[src/rtl/mem_arbiter.sv]
// mem_arbiter: two-requester arbiter/sequencer in front of the shared
// RAM/UART memory controller. Grants instruction fetch (IF) or load/store
// (MEM) one at a time, runs the controller's need_to_work/work_done
// handshake, returns read data and raises a combinational pipeline stall.
//
// Ports:
//   clk, rst                 clock (rising edge), async active-low reset
//   if_req/if_addr           fetch request, held until if_ready
//   if_ready/if_data         fetch complete pulse, fetched word (held)
//   d_req/d_wr/d_addr/d_wdata data request (d_wr=1 store), held until d_ready
//   d_ready/d_rdata          data complete pulse, load result (held)
//   stall                    outstanding request not yet completing
//   need_to_work             start request to the memory controller
//   mem_rd/mem_wr/mem_addr/mem_value  command to the memory controller
//   work_done/result         controller idle/done flag, read data
//   timeout_err              sticky wait timeout flag
//
// Build option: define MEM_ARB_TIMEOUT_EN to bound each wait by
// TIMEOUT_CYCLES cycles; otherwise waits are unbounded and timeout_err is 0.
module mem_arbiter #(
  parameter int unsigned TIMEOUT_CYCLES = 255
) (
  input  logic        clk,
  input  logic        rst,
  input  logic        if_req,
  input  logic [15:0] if_addr,
  output logic        if_ready,
  output logic [15:0] if_data,
  input  logic        d_req,
  input  logic        d_wr,
  input  logic [15:0] d_addr,
  input  logic [15:0] d_wdata,
  output logic        d_ready,
  output logic [15:0] d_rdata,
  output logic        stall,
  output logic        need_to_work,
  output logic        mem_rd,
  output logic        mem_wr,
  output logic [15:0] mem_addr,
  output logic [15:0] mem_value,
  input  logic        work_done,
  input  logic [15:0] result,
  output logic        timeout_err
);

  typedef enum logic [2:0] {
    S_IDLE, S_ISSUE, S_WAIT_BUSY, S_WAIT_DONE, S_RESP
  } state_t;

  typedef enum logic {
    G_FETCH = 1'b0,
    G_DATA  = 1'b1
  } grant_t;

  state_t      r_state, w_next_state;
  grant_t      r_grant, r_last_grant, w_pick;
  logic [15:0] r_mem_addr, r_mem_value, r_if_data, r_d_rdata;
  logic        r_mem_rd, r_mem_wr;
  logic        w_to_resp, w_expired, w_timeout, w_waiting;
  logic [15:0] w_resp_data;

  assign w_waiting = (r_state == S_WAIT_BUSY) || (r_state == S_WAIT_DONE);

  // On a conflict the requester not served last time wins.
  assign w_pick = (d_req && (!if_req || (r_last_grant == G_FETCH))) ? G_DATA : G_FETCH;

  always_ff @(posedge clk or negedge rst) begin
    if (!rst) r_state <= S_IDLE;
    else      r_state <= w_next_state;
  end

  always_comb begin
    w_next_state = r_state;
    w_to_resp    = 1'b0;
    w_expired    = 1'b0;
    case (r_state)
      S_IDLE:      if (if_req || d_req) w_next_state = S_ISSUE;
      S_ISSUE:     w_next_state = S_WAIT_BUSY;
      S_WAIT_BUSY: begin
        if (w_timeout) begin
          w_next_state = S_RESP;
          w_to_resp    = 1'b1;
          w_expired    = 1'b1;
        end else if (!work_done) begin
          w_next_state = S_WAIT_DONE;
        end
      end
      S_WAIT_DONE: begin
        // A real completion on the last allowed cycle beats the timeout.
        if (work_done) begin
          w_next_state = S_RESP;
          w_to_resp    = 1'b1;
        end else if (w_timeout) begin
          w_next_state = S_RESP;
          w_to_resp    = 1'b1;
          w_expired    = 1'b1;
        end
      end
      S_RESP:      w_next_state = S_IDLE;
      default:     w_next_state = S_IDLE;
    endcase
  end

  assign w_resp_data = w_expired ? 16'hFFFF : result;

  always_ff @(posedge clk or negedge rst) begin
    if (!rst) begin
      r_grant      <= G_FETCH;
      r_last_grant <= G_FETCH;
      r_mem_addr   <= '0;
      r_mem_value  <= '0;
      r_mem_rd     <= 1'b0;
      r_mem_wr     <= 1'b0;
      r_if_data    <= '0;
      r_d_rdata    <= '0;
    end else begin
      if ((r_state == S_IDLE) && (if_req || d_req)) begin
        r_grant      <= w_pick;
        r_last_grant <= w_pick;
        if (w_pick == G_DATA) begin
          r_mem_addr  <= d_addr;
          r_mem_value <= d_wdata;
          r_mem_wr    <= d_wr;
          r_mem_rd    <= ~d_wr;
        end else begin
          r_mem_addr  <= if_addr;
          r_mem_rd    <= 1'b1;
          r_mem_wr    <= 1'b0;
        end
      end
      // Result is written on entry to RESP so the data register is already
      // valid while the ready pulse is high.
      if (w_to_resp) begin
        if (r_grant == G_FETCH) r_if_data <= w_resp_data;
        else if (r_mem_rd)      r_d_rdata <= w_resp_data;
      end
      if (r_state == S_RESP) begin
        r_mem_rd <= 1'b0;
        r_mem_wr <= 1'b0;
      end
    end
  end

`ifdef MEM_ARB_TIMEOUT_EN
  localparam logic [7:0] LP_LIMIT = TIMEOUT_CYCLES[7:0];

  logic [7:0] r_wait_cnt;
  logic [7:0] w_cnt_next;
  logic       r_timeout_err;

  assign w_cnt_next = r_wait_cnt + 8'd1;
  assign w_timeout  = w_waiting && (w_cnt_next == LP_LIMIT);

  always_ff @(posedge clk or negedge rst) begin
    if (!rst) begin
      r_wait_cnt    <= '0;
      r_timeout_err <= 1'b0;
    end else begin
      if (r_state == S_ISSUE) r_wait_cnt <= '0;
      else if (w_waiting)     r_wait_cnt <= w_cnt_next;
      if (w_expired) r_timeout_err <= 1'b1;
    end
  end

  assign timeout_err = r_timeout_err;
`else
  assign w_timeout   = 1'b0;
  assign timeout_err = 1'b0;
`endif

  assign need_to_work = (r_state == S_ISSUE) || (r_state == S_WAIT_BUSY);
  assign if_ready     = (r_state == S_RESP) && (r_grant == G_FETCH);
  assign d_ready      = (r_state == S_RESP) && (r_grant == G_DATA);
  assign if_data      = r_if_data;
  assign d_rdata      = r_d_rdata;
  assign mem_addr     = r_mem_addr;
  assign mem_value    = r_mem_value;
  assign mem_rd       = r_mem_rd;
  assign mem_wr       = r_mem_wr;
  assign stall        = (if_req && !if_ready) || (d_req && !d_ready);

endmodule
[config.mk]
export PLATFORM = sky130hd
export DESIGN_NAME = mem_arbiter
export DESIGN_NICKNAME = d
export VERILOG_FILES = /design/src/rtl/mem_arbiter.sv
export SDC_FILE = /design/constraint.sdc
export NUM_CORES = 1
export LEC_CHECK = 0
export BUFFER_PORTS_ARGS = -buffer_cell sky130_fd_sc_hd__buf_2
export CORE_MARGIN = 3
export CORE_UTILIZATION = 50
export DETAILED_ROUTE_END_ITERATION = 6
export GPL_TIMING_DRIVEN = 0
export PLACE_DENSITY = 0.85
export SKIP_CTS_REPAIR_TIMING = 1
export SYNTH_ARGS = -nofsm -noshare
export SYNTH_HDL_FRONTEND = slang
export SYNTH_SLANG_ARGS = --single-unit
[constraint.sdc]
create_clock -name clk -period 4.4 [get_ports clk]
set_input_delay 0.22 -clock clk [delete_from_list [all_inputs] [get_ports clk]]
set_output_delay 0.22 -clock clk [all_outputs]
set_load 0.02 [all_outputs]
Word level (Yosys, flattened, before mapping)
Cells that the tools add are included.
- reduce and logical (&&, ||, !) cells: 19
- muxes and demuxes: 14
- bitwise operators: 2
- equal/unequal tests: 7
- operator list (kind ; number):
    2-to-1 mux 16 bit ; 1
    one-hot mux 3 bit (4 select lines) ; 1
    2-to-1 mux 1 bit ; 9
    2-to-1 mux 3 bit ; 3
    == test 3 x 2 -> 1 bit, second input constant ; 2
    logical AND 1 bit ; 6
    != test 2 bit, second input constant ; 3
    AND reduction 3 bit ; 2
    logical OR 1 bit ; 4
    AND reduction 2 bit ; 2
    == test 3 x 1 -> 1 bit, second input constant ; 1
    == test 3 bit, second input constant ; 1
    zero test 1 bit ; 3
    zero test 3 bit ; 1
    inverter 1 bit ; 2
    nonzero test 2 bit ; 1
- flip-flop bits (word level): 70
- word-level logic and storage cells: 50

Logic depth before layout (Yosys ltp)
- depth in word-level cells: 7
- gate-level depth with buffers: 6
- depth with buffers taken out: 3

Worst setup path before layout
OpenSTA, ideal clock, no wires.
- kind: reg2reg
- start point: register r_state[2]
- end point: register r_mem_addr[10] (netlist: mem_addr[10])
- slack: 2.898 ns
- cell stages (with the launch flop): 7
- setup time: 0.123 ns
- arrival: 1.379 ns
- data required time: 4.277 ns
- buffers on the path: 3
- cell sequence: dfrtp_1 -> buf_2 -> nor3_2 -> buf_4 -> nand3_4 -> buf_2 -> o221a_1
- longest elaborated chain between the ends: 2
- ends and longest elaborated chain (what ; RTL line ; text):
    start: declaration ; 55 ; state_t r_state, w_next_state;
    start signal: assignment ; 69 ; else r_state <= w_next_state;
    zero test 3 bit ; 117 ; if ((r_state == S_IDLE) && (if_req || d_req)) begin
    logical AND 1 bit ; 117 ;
    end signal: assignment ; 121 ; r_mem_addr <= d_addr;
    end signal: assignment ; 126 ; r_mem_addr <= if_addr;
    end: declaration ; 57 ; logic [15:0] r_mem_addr, r_mem_value, r_if_data, r_d_rdata;
No other way between the ends.
A chain may end at the register's enable or synchronous reset.

Worst setup path after layout
- start point: register r_state[0]
- end point: output port stall
- longest elaborated chain between the ends: 5
- ends and longest elaborated chain (what ; RTL line ; text):
    == test 3 bit * ; 172, 173 ;
    logical AND 1 bit (on tied branches) ; 172, 173 ;
    zero test 1 bit ; 180 ; assign stall = (if_req && !if_ready) || (d_req && !d_ready);
    logical AND 1 bit ; 180 ;
    logical OR 1 bit * ; 180 ;
    end: declaration ; 35 ; output logic stall,
Every way passes the cells marked *; elsewhere a longest branch is shown, timed or not.

==> flow_summary.json <==
{
  "reg2reg_from": "r_state[2]$_DFFE_PN0P_",
  "synth_top_family_by_area": "multiplexers",
  "die_height_um": 83.5,
  "drive_above_1_share": 0.634,
  "die_area_um2": 6970,
  "critPathArrivalTime_ns": 1.47,
  "synth_simple_gate_area_frac": 0.0446,
  "p_int_uw": 1880,
  "synth.avg_cell_area_um2": 15.2,
  "p_sw_frac": 0.390,
  "critical_path.slowest_cell": "dfrtp_1",
  "synth_common_cells": "dfrtp_1, mux2_2, mux2_4",
  "synth_mux_area_frac": 0.205,
  "p_clk_frac": 0.146,
  "worstPathMaxFanout": 7,
  "period_share": 0.385,
  "yosysTopAreaCellShare": 0.583,
  "h-tree-depth": 3,
  "portBuffers": 139,
  "synth_edf_count": 0,
  "critPathBufInv": 1,
  "ant_nets": 0,
  "drt_pass1_iterations": 4,
  "viasPerCell": 5.18,
  "vias": 2198,
  "synthesis.instances": 198,
  "areaGrowthSynthToFinish_pct": 32.0,
  "endpoint": "stall",
  "gp_congestion": 0.821,
  "wl_um": 6660,
  "topRoutingLayerUsed": "met4",
  "ctsLongestPathBuffers": 2,
  "yosys.cell_types.count": 37,
  "max_cap_viol_count": 0,
  "startpoint": "r_state[0]$_DFFE_PN0P_",
  "synth.cell_area_um2": 3000,
  "yosysTopAreaCell": "dfrtp_1",
  "combPwrFrac": 0.480,
  "finalSetupViolCount": 0,
  "grt_usage": 0.200,
  "routedWlPerCell_um": 15.7,
  "ios": 141,
  "vdd_ir_drop_max_uv": 400,
  "maxSlewHeadroom": 0.436,
  "path_clk_slew_ns": 0.07,
  "overflow": 0,
  "rsz0062_at_grt": "no",
  "wl_met3_um": 626,
  "cts_tree": "built",
  "synth_fa_ha_area_frac": 0,
  "r2r_end": "mem_addr[10]$_DFFE_PN0P_",
  "wl_met1_um": 2840,
  "cp_data_required_time_ns": 4.18,
  "path_cells": "nor2_1 -> a41oi_1 -> buf_2",
  "clkLatencyLatePin_ns": 0.33,
  "holdCritPathClass": "in2async",
  "diodes": 0,
  "start_util": 0.532,
  "setup_tns_ns": 0,
  "status": "finished, final reports clean",
  "worstSetupEndpointType": "primary output",
  "synth_xor_xnor_area_share": 0.00292,
  "synth_seq_cells": 70,
  "path_depth": 3,
  "synth_area_leaders": "dfrtp_1, mux2_4, mux2_2, a21o_1, o221a_1",
  "final_core_util": 0.703,
  "synth_nets": 268,
  "critPathKind": "reg2out",
  "final_nets": 418,
  "rrSetupSlack_ns": 2.71,
  "start_kind": "flip-flop",
  "core_area_um2": 5640,
  "synth_compound_area_frac": 0.123,
  "p_per_area_nw_per_um2": 777,
  "reg2reg_depth": 6,
  "row_count": 27,
  "synth_seq_area_share": 0.583,
  "grt_pass1_wl_um": 11100,
  "fmax_mhz": 591,
  "clockRootBuffer": "clkbuf_8",
  "min_period_ns": 1.69,
  "finalClockSkew_ns": 0.0118,
  "synth.most_common_cell": "dfrtp_1",
  "tightest_slew_ns": 0.846,
  "numCtsBuffers": 9,
  "seqPwrFrac": 0.374,
  "cpPeakStageDelay_ns": 0.46,
  "net-switching-power_uw": 1200,
  "drt_iter0_drc": 56,
  "power_leakage_uw": 0.00202,
  "synth_flop_cell": "dfrtp_1",
  "route.met2.wl_um": 3100,
  "die_x_um": 83.5,
  "grt_antenna_before_repair": 0,
  "hpwl_um": 5050,
  "hold_viol": 0,
  "drcViolationCount": 0,
  "grt_pass1_vias": 2300,
  "cp_top_family": "flip-flops",
  "synthArstFlopShare": 1.00,
  "drv_slew": 0,
  "grt_max_degree": 71,
  "yosysWarnings": 0,
  "clkSinkCount": 70
}
cell usage in the layout (no fill, tap or decap), drive strengths merged, types with 2 or more instances in the layout:
cell type,instances
buf,152
dfrtp,70
mux2,48
a21o,16
o221a,16
clkbuf,12
nand2,5
nor2,4
o21ai,3
clkinv,3
and3,3
nor3,2
state kept, by name, indices dropped and copies added, names as in the netlist:
| register | cells |
|---|---|
| mem_value | 16 |
| mem_addr | 16 |
| mem_rd | 1 |
| if_data | 16 |
| r_state | 3 |
| r_last_grant | 1 |
| mem_wr | 1 |
| d_rdata | 16 |
cell families (layout without fill, tap and decap cells):
family / after synthesis / count (layout)
flops: 70 / 70
mux: 48 / 48
compound gates: 42 / 42
simple gates: 21 / 21
buf+inv: 15 / 169
other cells: 1 / 1
xor+xnor: 1 / 1
layout make-up:
type	count	area [um^2]
flip-flops and latches	70	1750
fillers	401	1680
multi-input cells	113	1130
repair buffers	139	698
clock buffers	11	151
plain buffers	14	115
well taps	72	90.1
clock inverters	4	22.5
inverters	1	3.75
worst min-delay path by stage:
stage | start | endpoint | slack, ns
floorplan | rst | d_rdata[0]$_DFFE_PN0P_ | -0.08
global placement | d_wdata[14] | mem_value[14]$_DFFE_PN0P_ | 0.43
detailed placement | rst | if_data[10]$_DFFE_PN0P_ | 0.38
CTS | rst | mem_value[3]$_DFFE_PN0P_ | 0.02
global route | rst | mem_value[3]$_DFFE_PN0P_ | 0.05
finish | rst | if_data[10]$_DFFE_PN0P_ | 0.0009
power groups by stage:
stage | combinational, uW | sequential, uW | clock, uW
floorplan | 634 | 1520 | 0
global route | 1570 | 1190 | 501
detailed placement | 1500 | 1160 | 0
global placement | 1460 | 1140 | 0
CTS | 1500 | 1150 | 464
finish | 1480 | 1150 | 449
metrics by stage:
stage	instance area (um^2)	setup WS, ns	hold WS [ns]	instances	power, uW
2_1_floorplan	3000	2.90	-0.0756	198	2150
3_3_place_gp	3790	2.72	0.433	409	2600
3_5_place_dp	3790	2.72	0.383	409	2650
4_1_cts	3970	2.68	0.0195	424	3110
5_1_grt	3970	2.57	0.0545	424	3270
6_report	3970	2.71	0.000864	424	3080
per-layer routing:
metal / vias up / track usage
met1: 1045 / 0.253
met2: 116 / 0.316
met3: 9 / 0.0553
li1: 1028 / -
met4: 0 / 0.102
met5: - / 0
Note: power is estimated with default switching activity, not from simulation.
